[src/rtl/i2c_pkg.sv]
// Shared definitions for the oversampled I2C target: FSM states, ACK levels and the TMP10X address.
package i2c_pkg;

   typedef enum logic [2:0] {
      IDLE,
      ADDR,
      ADDR_ACK,
      WR_DATA,
      WR_ACK,
      RD_DATA,
      RD_ACK,
      IGNORE
   } i2c_state_t;

   localparam logic I2C_ACK  = 1'b0;
   localparam logic I2C_NACK = 1'b1;

   localparam logic [6:0] TMP10X_ADDRESS = 7'h48;

endpackage

[src/rtl/i2c_line_filter.sv]
// Two-flop synchroniser followed by a glitch filter that only follows the input after
// FILTER_LEN identical samples; emits one-cycle rise/fall strobes on the filtered level.
module i2c_line_filter #(
   parameter int unsigned FILTER_LEN = 3
) (
   input  logic clk,
   input  logic reset,
   input  logic raw,
   output logic level,
   output logic rise,
   output logic fall
);

   localparam logic [3:0] LAST = 4'(FILTER_LEN - 1);

   logic [1:0] sync;
   logic [3:0] count;

   // Idle bus is high, so everything resets to 1 to avoid a spurious edge.
   always_ff @(posedge clk) begin
      if (reset) begin
         sync  <= '1;
         level <= 1'b1;
         count <= '0;
         rise  <= 1'b0;
         fall  <= 1'b0;
      end else begin
         sync <= {sync[0], raw};
         rise <= 1'b0;
         fall <= 1'b0;
         if (sync[1] == level) begin
            count <= '0;
         end else if (count == LAST) begin
            level <= sync[1];
            count <= '0;
            rise  <= sync[1];
            fall  <= ~sync[1];
         end else begin
            count <= count + 4'd1;
         end
      end
   end

endmodule

[src/rtl/i2c_slave_ctrl.sv]
// I2C target that oversamples Scl/Sda on Clk, matches DEVICE_ADDRESS and exposes
// a byte-stream write/read handshake with per-byte ACK decision.
module i2c_slave_ctrl
   import i2c_pkg::*;
#(
   parameter int unsigned               ADDRESSLENGTH  = 7,
   parameter logic [ADDRESSLENGTH-1:0]  DEVICE_ADDRESS = ADDRESSLENGTH'(TMP10X_ADDRESS),
   parameter int unsigned               FILTER_LEN     = 3
) (
   input  logic       Clk,
   input  logic       Reset,
   input  logic       SclIn,
   input  logic       SdaIn,
   output logic       SdaOe,
   output logic [7:0] RxData,
   output logic       RxValid,
   output logic       RxFirst,
   input  logic       RxReady,
   output logic       TxReq,
   input  logic [7:0] TxData,
   output logic       RorW,
   output logic       Busy,
   output logic       Selected
);

   localparam logic [3:0] ADDR_BITS = 4'(ADDRESSLENGTH);

   logic scl, scl_rise, scl_fall;
   logic sda, sda_rise, sda_fall;

   i2c_line_filter #(.FILTER_LEN(FILTER_LEN)) u_scl_filter (
      .clk(Clk), .reset(Reset), .raw(SclIn), .level(scl), .rise(scl_rise), .fall(scl_fall)
   );

   i2c_line_filter #(.FILTER_LEN(FILTER_LEN)) u_sda_filter (
      .clk(Clk), .reset(Reset), .raw(SdaIn), .level(sda), .rise(sda_rise), .fall(sda_fall)
   );

   logic start_det, stop_det;
   assign start_det = sda_fall & scl;
   assign stop_det  = sda_rise & scl;

   i2c_state_t               state, state_n;
   logic [3:0]               cnt, cnt_n;
   logic [7:0]               shift, shift_n;
   logic [ADDRESSLENGTH-1:0] addr, addr_n;
   logic                     first, first_n;
   logic                     sda_oe_n, rx_valid_n, rx_first_n, tx_req_n;
   logic                     rorw_n, busy_n, selected_n;
   logic [7:0]               rx_data_n;

   always_ff @(posedge Clk) begin
      if (Reset) begin
         state    <= IDLE;
         cnt      <= '0;
         shift    <= '0;
         addr     <= '0;
         first    <= 1'b0;
         SdaOe    <= 1'b0;
         RxData   <= '0;
         RxValid  <= 1'b0;
         RxFirst  <= 1'b0;
         TxReq    <= 1'b0;
         RorW     <= 1'b0;
         Busy     <= 1'b0;
         Selected <= 1'b0;
      end else begin
         state    <= state_n;
         cnt      <= cnt_n;
         shift    <= shift_n;
         addr     <= addr_n;
         first    <= first_n;
         SdaOe    <= sda_oe_n;
         RxData   <= rx_data_n;
         RxValid  <= rx_valid_n;
         RxFirst  <= rx_first_n;
         TxReq    <= tx_req_n;
         RorW     <= rorw_n;
         Busy     <= busy_n;
         Selected <= selected_n;
      end
   end

   always_comb begin
      state_n = state;
      if (start_det) begin
         state_n = ADDR;
      end else if (stop_det) begin
         state_n = IDLE;
      end else begin
         unique case (state)
            ADDR:     if (scl_fall && cnt == ADDR_BITS + 4'd1)
                         state_n = (addr == DEVICE_ADDRESS) ? ADDR_ACK : IGNORE;
            ADDR_ACK: if (scl_fall) state_n = RorW ? RD_DATA : WR_DATA;
            WR_DATA:  if (scl_fall && cnt == 4'd8) state_n = RxReady ? WR_ACK : IGNORE;
            WR_ACK:   if (scl_fall) state_n = WR_DATA;
            RD_DATA:  if (scl_fall && cnt == 4'd8) state_n = RD_ACK;
            RD_ACK: begin
               if (scl_rise && sda != I2C_ACK) state_n = IGNORE;
               else if (scl_fall)             state_n = RD_DATA;
            end
            default: ;
         endcase
      end
   end

   // Read bytes: bit7 is driven at the fall that loads TxData, so cnt starts at 1.
   always_comb begin
      cnt_n      = cnt;
      shift_n    = shift;
      addr_n     = addr;
      first_n    = first;
      sda_oe_n   = SdaOe;
      rx_data_n  = RxData;
      rx_valid_n = 1'b0;
      rx_first_n = RxFirst;
      tx_req_n   = 1'b0;
      rorw_n     = RorW;
      busy_n     = Busy;
      selected_n = Selected;
      if (start_det) begin
         cnt_n      = '0;
         first_n    = 1'b0;
         busy_n     = 1'b1;
         selected_n = 1'b0;
         sda_oe_n   = 1'b0;
      end else if (stop_det) begin
         busy_n     = 1'b0;
         selected_n = 1'b0;
         sda_oe_n   = 1'b0;
      end else begin
         unique case (state)
            ADDR: begin
               if (scl_rise) begin
                  if (cnt < ADDR_BITS) addr_n = {addr[ADDRESSLENGTH-2:0], sda};
                  else                 rorw_n = sda;
                  cnt_n = cnt + 4'd1;
               end else if (scl_fall && cnt == ADDR_BITS + 4'd1) begin
                  cnt_n = '0;
                  if (addr == DEVICE_ADDRESS) begin
                     sda_oe_n   = 1'b1;
                     selected_n = 1'b1;
                  end
               end
            end
            ADDR_ACK: begin
               if (scl_rise && RorW) begin
                  tx_req_n = 1'b1;
               end else if (scl_fall) begin
                  if (RorW) begin
                     sda_oe_n = ~TxData[7];
                     shift_n  = {TxData[6:0], 1'b0};
                     cnt_n    = 4'd1;
                  end else begin
                     sda_oe_n = 1'b0;
                     cnt_n    = '0;
                     first_n  = 1'b1;
                  end
               end
            end
            WR_DATA: begin
               if (scl_rise) begin
                  shift_n = {shift[6:0], sda};
                  cnt_n   = cnt + 4'd1;
                  if (cnt == 4'd7) begin
                     rx_valid_n = 1'b1;
                     rx_data_n  = {shift[6:0], sda};
                     rx_first_n = first;
                     first_n    = 1'b0;
                  end
               end else if (scl_fall && cnt == 4'd8) begin
                  sda_oe_n = RxReady;
                  cnt_n    = '0;
               end
            end
            WR_ACK: if (scl_fall) sda_oe_n = 1'b0;
            RD_DATA: begin
               if (scl_fall) begin
                  if (cnt == 4'd8) begin
                     sda_oe_n = 1'b0;
                     cnt_n    = '0;
                  end else begin
                     sda_oe_n = ~shift[7];
                     shift_n  = {shift[6:0], 1'b0};
                     cnt_n    = cnt + 4'd1;
                  end
               end
            end
            RD_ACK: begin
               if (scl_rise && sda == I2C_ACK) begin
                  tx_req_n = 1'b1;
               end else if (scl_fall) begin
                  sda_oe_n = ~TxData[7];
                  shift_n  = {TxData[6:0], 1'b0};
                  cnt_n    = 4'd1;
               end
            end
            default: ;
         endcase
      end
   end

endmodule

[config.mk]
export PLATFORM = sky130hd
export DESIGN_NAME = i2c_slave_ctrl
export DESIGN_NICKNAME = d
export VERILOG_FILES = /design/src/rtl/i2c_pkg.sv /design/src/rtl/i2c_line_filter.sv /design/src/rtl/i2c_slave_ctrl.sv
export SDC_FILE = /design/constraint.sdc
export NUM_CORES = 1
export LEC_CHECK = 0
export ABC_CLOCK_PERIOD_IN_PS = 3150
export CAP_MARGIN = 10
export CORE_ASPECT_RATIO = 0.5
export CORE_MARGIN = 2
export CORE_UTILIZATION = 60
export CTS_BUF_LIST = sky130_fd_sc_hd__clkbuf_8 sky130_fd_sc_hd__clkbuf_16
export CTS_CLUSTER_SIZE = 8
export DETAILED_ROUTE_END_ITERATION = 7
export PLACE_DENSITY_LB_ADDON = 0.12
export SYNTH_ARGS = -nofsm -noshare
export SYNTH_HDL_FRONTEND = slang
export SYNTH_SLANG_ARGS = --single-unit
[constraint.sdc]
create_clock -name Clk -period 3.15 [get_ports Clk]
set_input_delay 0.63 -clock Clk [delete_from_list [all_inputs] [get_ports Clk]]
set_output_delay 0.63 -clock Clk [all_outputs]
set_load 0.02 [all_outputs]
==> reports/qor.yml <==
outcome:
  outcome: "completed"
finish:
  antennaDiodeCount: 0
  drive_above_1_share_pct: 7.30
  num-fill-cells: 370
  final_core_util_pct: 70.1
  num-nets-final: 333
  area_growth_syn_to_layout_pct: 14.1
timing:
  fin_crit_sh_pct: 81.8
  timing.hold.ws_ns: 0.426
  slew_viol_final: 0
  final.setup_skew_ns: 0.00366
  max_slew.worst_pin.slew_ns: 0.833
  max_freq_mhz: 388
  hold_viol: 0
  post-route-min-period_ns: 2.58
  slew_headroom_pct: 44.2
  setup-tns-final_ns: 0
  setup_viol_count_final: 0
  rsz0062_at_grt: "no"
logic_synthesis:
  ys_ff_latch: 56
  synth_top_area_share_pct: 42.3
  ys_seq_area_share_pct: 42.3
  synth.area.top_cells: "dfxtp_1, mux2i_1, nor2_1"
  synth_cell_types: 53
  yosysTopAreaCell: "dfxtp_1"
  synth_edf_count: 0
  synthFlopType: "dfxtp_1"
  ys_warn_count: 0
  yosysMostFrequentCell: "dfxtp_1"
  synth_common_cells: "dfxtp_1, nor2_1, mux2i_1"
  syn_avg_cell_area_um2: 8.99
  async_reset_ff_share_pct: 0
  synthCells: 295
  synthesis.area_um2: 2650
  syn_nets: 314
clock_tree:
  cts_hold_repair.buffers: 0
  post_cts_buffers: 0
  path_clk_slew_ns: 0.10
  clockBufferDepth: 2
  clk-insertion-delay-late_ns: 0.31
  cts_buffers: 5
  cts_root_buf: "clkbuf_8"
  htree_levels: 2
  clock_sinks: 56
  cts_tree: "done"
  cts_resized: 0
placed_design:
  gp_congestion: 0.924
  portBuffers: 27
  dp_hpwl_um: 4090
power_and_ir_drop:
  power_density_nw_per_um2: 378
  max-vdd-ir-drop_v: 0.000379
  p_leak_nw: 1.21
route:
  detail-route-antenna-nets: 0
  route.vias.total: 2226
  drtPass1Iterations: 4
  totalWireLength_um: 5770
  post_drt_wl_per_cell_um: 15.5
  drc: 0
  drtIter0Drc: 101
  vias_per_cell: 5.98
setup_path:
  worst_path_largest_cell_delay_ns: 0.87
  crit_arrival_ns: 2.80
  critPathCapture: "shift[3]"
  reg2reg_slack_ns: 0.57
  cp.required_ns: 3.37
  cp_slowest_cell: "dfxtp_1"
  cp_max_fo: 26
  cp_top_family: "flip-flops"
  crit_buf_inv: 0
  worstReg2RegEnd: "shift[3]"
  worstSetupPathDepth: 5
  r2r-start: "state[2]"
  path_cells: "nor2b_1, o211a_1, nor2_1, a21oi_1, a311oi_1"
  critPathLaunchType: "register"
  reg2reg_depth: 5
  critical_path_class: "reg -> reg"
  startpoint: "state[2]"
  crit_path_end_kind: "register"
floorplanning:
  dieArea_um2: 5000
  die_y_um: 51.0
  die_w_um: 98.0
  core_um2: 4320
  rows: 17
  io-pin-count: 28
  start_util_pct: 61.4
grt:
  antenna_found_initial: 0
  grt-ovfl-total: 0
  first_global_vias: 2036
  grt_max_degree: 29
  track_usage_pct: 24.5
  grt_pass1_wl_um: 9660
worst_hold_path:
  hold_path.class: "reg -> reg"
job:
  maxCapViolCount: 0
[placed cells by master, fill, tap and decap left out, types with 2 or more instances in the layout]
| cell type | netlist | final |
|---|---|---|
| dfxtp_1 | 56 | 56 |
| nor2_1 | 39 | 39 |
| clkdlybuf4s50_1 | 0 | 27 |
| mux2i_1 | 25 | 25 |
| a21oi_1 | 23 | 23 |
| nand2_1 | 17 | 17 |
| nand3_1 | 11 | 11 |
| inv_1 | 8 | 9 |
| o21ai_0 | 9 | 9 |
| a311oi_1 | 8 | 8 |
| nor3_1 | 7 | 7 |
| nor2b_1 | 6 | 6 |
| ha_1 | 6 | 6 |
| clkbuf_8 | 0 | 5 |
| and2_1 | 4 | 4 |
| and3_1 | 4 | 4 |
| nor4b_1 | 4 | 4 |
| xor2_1 | 4 | 4 |
| or2_2 | 4 | 4 |
| o21a_1 | 3 | 3 |
| nor4_1 | 3 | 3 |
| buf_4 | 1 | 3 |
| nor3b_2 | 1 | 2 |
| a2111o_1 | 2 | 2 |
| a31oi_1 | 2 | 2 |
| a31o_1 | 2 | 2 |
| xnor2_1 | 2 | 2 |
[sequential cells by signal (all words and copies together) (netlist names)]
register	count
cnt	4
u_scl_filter.count	4
u_scl_filter.sync	2
shift	8
RorW	1
u_sda_filter.rise	1
u_sda_filter.sync	2
u_sda_filter.fall	1
u_sda_filter.level	1
u_scl_filter.rise	1
first	1
RxData	8
TxReq	1
u_scl_filter.level	1
SdaOe	1
Busy	1
RxFirst	1
u_scl_filter.fall	1
addr	7
state	3
RxValid	1
u_sda_filter.count	4
Selected	1
[worst min path at each step]
| stage | startpoint | cells after the start | to |
|---|---|---|---|
| 5_1_grt | u_scl_filter.sync[0] | 1 | u_scl_filter.sync[1] |
| 4_1_cts | u_sda_filter.sync[0] | 1 | u_sda_filter.sync[1] |
| 6_report | u_sda_filter.sync[0] | 1 | u_sda_filter.sync[1] |
| 3_3_place_gp | u_scl_filter.sync[0] | 1 | u_scl_filter.sync[1] |
| 2_1_floorplan | u_scl_filter.sync[0] | 1 | u_scl_filter.sync[1] |
| 3_5_place_dp | u_sda_filter.sync[0] | 1 | u_sda_filter.sync[1] |
[report_power, final]
part           internal, mW  switching [mW]  total (mW)
logic                0.0195          0.0179      0.0374
registers             0.711         0.00267       0.713
clock network         0.156           0.237       0.392
total                 0.886           0.257        1.14
[routing by layer]
| layer | up-vias | wire [um] | global-route usage [%] |
|---|---|---|---|
| met1 | 1061 | 2770 | 32.7 |
| met2 | 62 | 2620 | 39.7 |
| met4 | 0 | 47 | 8.56 |
| met3 | 8 | 330 | 5.34 |
| li1 | 1095 | - | - |
| met5 | - | 0 | 0 |
[cell type report]
class	instances	area, um2	area share [%]
Inverter	8	30.0	0.993
Clock buffer	5	68.8	2.27
Timing Repair Buffer	30	293	9.68
Multi-Input combinational cell	213	1420	47.0
Clock inverter	3	20.0	0.662
Tap cell	57	71.3	2.36
Sequential cell	56	1120	37.1
[stage by stage]
stage	cell area, um2	total power, mW	cells	worst slack [ns]
final	3030	1.14	372	0.573
after global routing	3030	1.17	372	0.360
after CTS	3030	1.15	372	0.582
after detailed placement	2940	0.767	364	0.584
after global placement	2940	0.766	364	0.795
after floorplan	2650	0.746	295	1.23
[kinds of logic (layout without fill, tap and decap cells)]
logic type | count (synthesis) | after routing | synth area share [%]
compound gates | 62 | 62 | 16.4
xor+xnor | 6 | 6 | 1.98
fa+ha+maj | 6 | 6 | 2.83
buf+inv | 26 | 46 | 4.29
flops | 56 | 56 | 42.3
mux | 26 | 26 | 9.86
simple gates | 113 | 113 | 22.4
(Power assumes the default switching activity.)
